**src/rtl/cdc_pkg.sv**
```systemverilog
// Shared constants and helpers for the pulse-crossing blocks.
package cdc_pkg;

  localparam int SYNC_STAGES_DEF = 2;

  localparam int MODE_DROP  = 0;
  localparam int MODE_QUEUE = 1;

  function automatic int max_pending(input int cnt_w);
    return (1 << cnt_w) - 1;
  endfunction

endpackage

```
**src/rtl/sync_2ff_bus.sv**
```systemverilog
// Multi-bit flop-chain synchronizer; each bit is an independent single-bit crossing.
module sync_2ff_bus #(
  parameter int WIDTH  = 1,
  parameter int STAGES = 2
) (
  input  logic             clk,
  input  logic             rst_n,
  input  logic [WIDTH-1:0] d,
  output logic [WIDTH-1:0] q
);

  logic [WIDTH-1:0] chain [STAGES];

  always_ff @(posedge clk or negedge rst_n) begin
    if (!rst_n) begin
      for (int s = 0; s < STAGES; s++) chain[s] <= '0;
    end else begin
      chain[0] <= d;
      for (int s = 1; s < STAGES; s++) chain[s] <= chain[s-1];
    end
  end

  assign q = chain[STAGES-1];

endmodule

```
**src/rtl/pulse_handshake_tx.sv**
```systemverilog
// Send side of a multi-channel toggle req/ack pulse crossing with per-channel event backlog.
module pulse_handshake_tx
  import cdc_pkg::*;
#(
  parameter int CH          = 4,
  parameter int CNT_W       = 4,
  parameter int SYNC_STAGES = SYNC_STAGES_DEF,
  parameter int QUEUE_EN    = MODE_QUEUE
) (
  input  logic                in_clk,
  input  logic                in_areset_n,
  input  logic [CH-1:0]       in_pulse,
  input  logic [CH-1:0]       in_ack,
  input  logic [CH-1:0]       in_clear_ovf,
  output logic [CH-1:0]       out_req,
  output logic [CH-1:0]       out_busy,
  output logic [CH-1:0]       out_overflow,
  output logic [CH*CNT_W-1:0] out_pending
);

  localparam logic [CNT_W-1:0] PEND_MAX = CNT_W'(max_pending(CNT_W));

  logic [CH-1:0] ack_s;

  sync_2ff_bus #(
    .WIDTH  (CH),
    .STAGES (SYNC_STAGES)
  ) u_ack_sync (
    .clk   (in_clk),
    .rst_n (in_areset_n),
    .d     (in_ack),
    .q     (ack_s)
  );

  for (genvar i = 0; i < CH; i++) begin : g_ch
    logic             req_q;
    logic             ovf_q;
    logic [CNT_W-1:0] pend_q;
    logic [CNT_W-1:0] pend_d;
    logic             idle;
    logic             from_pend;
    logic             launch;
    logic             ovf_set;

    // A pulse landing on an idle, empty channel launches immediately and never touches the count.
    always_comb begin
      idle      = (req_q == ack_s[i]);
      from_pend = idle && (pend_q != '0);
      launch    = from_pend || (idle && in_pulse[i]);
      pend_d    = pend_q;
      ovf_set   = 1'b0;
      if (QUEUE_EN == MODE_QUEUE) begin
        if (in_pulse[i] && !idle) begin
          if (pend_q == PEND_MAX) ovf_set = 1'b1;
          else                    pend_d  = pend_q + CNT_W'(1);
        end else if (from_pend && !in_pulse[i]) begin
          pend_d = pend_q - CNT_W'(1);
        end
      end else begin
        pend_d  = '0;
        ovf_set = in_pulse[i] && !idle;
      end
    end

    always_ff @(posedge in_clk or negedge in_areset_n) begin
      if (!in_areset_n) begin
        req_q  <= 1'b0;
        ovf_q  <= 1'b0;
        pend_q <= '0;
      end else begin
        if (launch) req_q <= ~req_q;
        pend_q <= pend_d;
        ovf_q  <= ovf_set | (ovf_q & ~in_clear_ovf[i]);
      end
    end

    assign out_req[i]                     = req_q;
    assign out_overflow[i]                = ovf_q;
    assign out_pending[i*CNT_W +: CNT_W]  = pend_q;
    assign out_busy[i]                    = (req_q != ack_s[i]) || (pend_q != '0);
  end

endmodule

```
**config.mk**
```make
export PLATFORM = sky130hd
export DESIGN_NAME = pulse_handshake_tx
export DESIGN_NICKNAME = d
export VERILOG_FILES = /design/src/rtl/cdc_pkg.sv /design/src/rtl/sync_2ff_bus.sv /design/src/rtl/pulse_handshake_tx.sv
export SDC_FILE = /design/constraint.sdc
export NUM_CORES = 1
export LEC_CHECK = 0
export BUFFER_PORTS_ARGS = -buffer_cell sky130_fd_sc_hd__buf_2
export CAP_MARGIN = 20
export CORE_UTILIZATION = 53
export DETAILED_ROUTE_END_ITERATION = 10
export PLACE_DENSITY = 0.79
export SLEW_MARGIN = 10
export SYNTH_ARGS = -nofsm -noshare
export SYNTH_HDL_FRONTEND = slang
export SYNTH_SLANG_ARGS = --single-unit
```
**constraint.sdc**
```tcl
create_clock -name in_clk -period 2.4 [get_ports in_clk]
set_clock_uncertainty 0.05 [all_clocks]
set_input_delay 0.24 -clock in_clk [delete_from_list [all_inputs] [get_ports in_clk]]
set_output_delay 0.24 -clock in_clk [all_outputs]
set_load 0.01 [all_outputs]
```
==> run summary <==
Syn Area/Cell: 10.7 µm²
Final Cycle Share: 94.7%
nets: 242
htree depth: 2
placed cell area: 2040 µm²
final WL: 3410 µm
CP Data Required Time: 2590 ps
critical register-to-register path startpoint: g_ch[0].req_q
unrepaired setup endpoints after global routing: no
DRC Markers: 0
power per cell area: 1210 nW/µm²
area share of the largest cell type after synthesis: 43.8%
clk sinks: 32
initial core utilization: 57.9%
Fin. Hold Viols: 0
setup tns final: 0 ps
crit-path max FO: 9
pin count of the biggest net entering global routing: 33
CTS tree: done
Synth Cell Area: 1830 µm²
post-route ant nets: 0
CTS clk-pin slew, worst paths: 90 ps
cell depth of the worst hold path: 2
max cap viols: 0
Placeable Area: 3150 µm²
initial drt markers: 45
slew at the pin closest to its max-slew limit: 679 ps
Cells after Synth: 170
total CTS buffers: 5
R2R Path End: g_ch[0].pend_q[3]
final core utilization: 68.6%
FF-to-FF setup slack: 130 ps
Worst EP arrival: 2460 ps
GRT Total Usage: 21.4%
YS warnings: 0
die height: 60.7 µm
Synth cell types: 34
CTS Root Cell: clkbuf_4
Static Leakage: 1.01 nW
Ant. Diodes: 0
Post CTS Setup Buffer Count: 0
hold wc startpoint: in_clear_ovf[3]
Worst slew margin: 54.7%
CTS max path bufs: 2
Worst setup EP type: register
fmax: 0.440 GHz
Row Count: 20
Synth area leaders: dfrtp_1 44%, ha_1 5.5%, xor2_1 5.3%
routability cong.: 0.863
Slew Viols, Final: 0
DIE AREA: 3690 µm²
Area Overhead vs Synth: 18.4%
post-synthesis register bit count: 32
hold path endpoint: g_ch[3].ovf_q
Port Buffers: 41
Worst VDD drop: 0.000619 V
HP Class: in2reg
total global routing overflow: 0
first-pass GRT wire length: 5660 µm
CP Launch Type: register
post-synthesis sequential area ratio: 43.8%
Detailed Routing Iterations Pass 1: 4
WL/cell: 13.1 µm
outcome: completed
worst-skew pair later-pin latency: 320 ps
area leader, netlist: dfrtp_1
DR vias: 1437
Syn Nets: 196
die width: 60.7 µm
share of cells above drive strength 1: 28.1%
Final setup viols: 0
R2R depth: 7
Tmin final: 2270 ps
io pins: 42
CP Class: reg2reg
vias in the first global route: 1354
Layout Cell Area excl Fill: 2160 µm²
DR vias/cell: 5.51
initial antenna violation count: 0
Final HPWL DP: 2660 µm
==> synth_stat cells <==
library cell / instances
or3_1: 3
buf_1: 2
mux2_4: 1
o221ai_1: 7
nand3b_1: 1
nand2b_1: 4
nand4_1: 4
a21boi_0: 1
nor2_1: 10
inv_1: 4
and3_1: 1
nor2b_1: 3
a21o_1: 4
a21oi_1: 4
buf_4: 8
nand3_1: 3
nand2_1: 13
o31a_1: 1
mux2_2: 4
dfrtp_1: 32
nor4_1: 3
or3b_1: 1
o21ai_0: 4
o22ai_1: 7
xor2_2: 1
or2_1: 1
mux2i_1: 8
ha_1: 8
fa_1: 4
a21bo_2: 3
nand2_2: 1
or4_4: 1
o21ai_1: 7
xor2_1: 11
==> stage by stage <==
stage / cells / hold slack [ps] / power, W / setup slack (ps)
finish: 261 / 50.3 / 0.00261 / 128
global route: 261 / 45.6 / 0.00284 / 44.5
CTS: 261 / 33.4 / 0.00263 / 116
detailed placement: 248 / 275 / 0.00230 / 129
global placement: 248 / 276 / 0.00219 / 253
floorplan: 170 / -106 / 0.00189 / 181
==> area by class of cell <==
| class | instances | area (µm²) |
|---|---|---|
| tap | 44 | 55.1 |
| multi-input combinational | 124 | 955 |
| sequential | 32 | 801 |
| inverter | 4 | 15.0 |
| timing repair buffer | 49 | 278 |
| fill | 269 | 991 |
| clock buffer | 8 | 58.8 |
==> worst max-delay path by stage <==
stage | startpoint | to | slack (ps)
global placement | g_ch[0].req_q | g_ch[0].pend_q[3] | 250
floorplan | g_ch[1].req_q | g_ch[1].pend_q[3] | 180
detailed placement | g_ch[0].req_q | g_ch[0].pend_q[3] | 130
global route | g_ch[0].req_q | g_ch[0].pend_q[3] | 40
CTS | g_ch[0].req_q | g_ch[0].pend_q[3] | 120
finish | g_ch[0].req_q | g_ch[0].pend_q[3] | 130
==> critical path, stage by stage, from the launching register on <==
cell,delay (ps)
dfrtp_1,450
xor2_4,270
nand2_1,180
ha_1,310
a21o_1,180
a21oi_1,240
mux2_2,370
o22ai_1,140
==> flip-flops by register name, indices dropped and copies added, names as in the netlist <==
name	cells
g_ch.req_q	4
u_ack_sync.chain	4
g_ch.ovf_q	4
g_ch.pend_q	16
u_ack_sync.q	4
==> logic make-up (layout without fill, tap and decap cells) <==
kind of cell | after synthesis | after routing | share of synthesized area, %
compound gates | 38 | 38 | 14.0
xor+xnor | 12 | 12 | 6.16
fa+ha+maj | 12 | 12 | 9.86
buf+inv | 14 | 61 | 4.52
flops | 32 | 32 | 43.8
mux | 13 | 13 | 7.67
simple gates | 49 | 49 | 13.9
==> repair_timing <==
item	4_1_cts	5_1_grt
hold endpoints to repair	36	0
resized for setup	0	1
setup endpoints to repair	0	1
hold buffers	5	0
==> power breakdown <==
group	switching, W	leakage [nW]	total (W)	internal (W)
Clock	0.000162	0.0326	0.000306	0.000144
Combinational	0.000668	0.590	0.00133	0.000661
Sequential	0.000266	0.386	0.000973	0.000708
==> layer usage <==
metal	part of all wire (%)	GRT usage, %
met1	43	25.0
met2	52	37.5
met3	3.5	5.12
met4	1.6	9.42
met5	0	0
==> layout by cell type, fill, tap and decap left out, types with 5 or more instances in the layout <==
cell type / n
buf_2: 41
clkbuf_4: 5
dfrtp_1: 32
dlygate4sd3_1: 5
ha_1: 8
mux2i_1: 8
nand2_1: 13
nor2_1: 10
o21ai_1: 7
o221ai_1: 7
o22ai_1: 7
xor2_1: 11
Note: power is estimated with default switching activity, not from simulation.
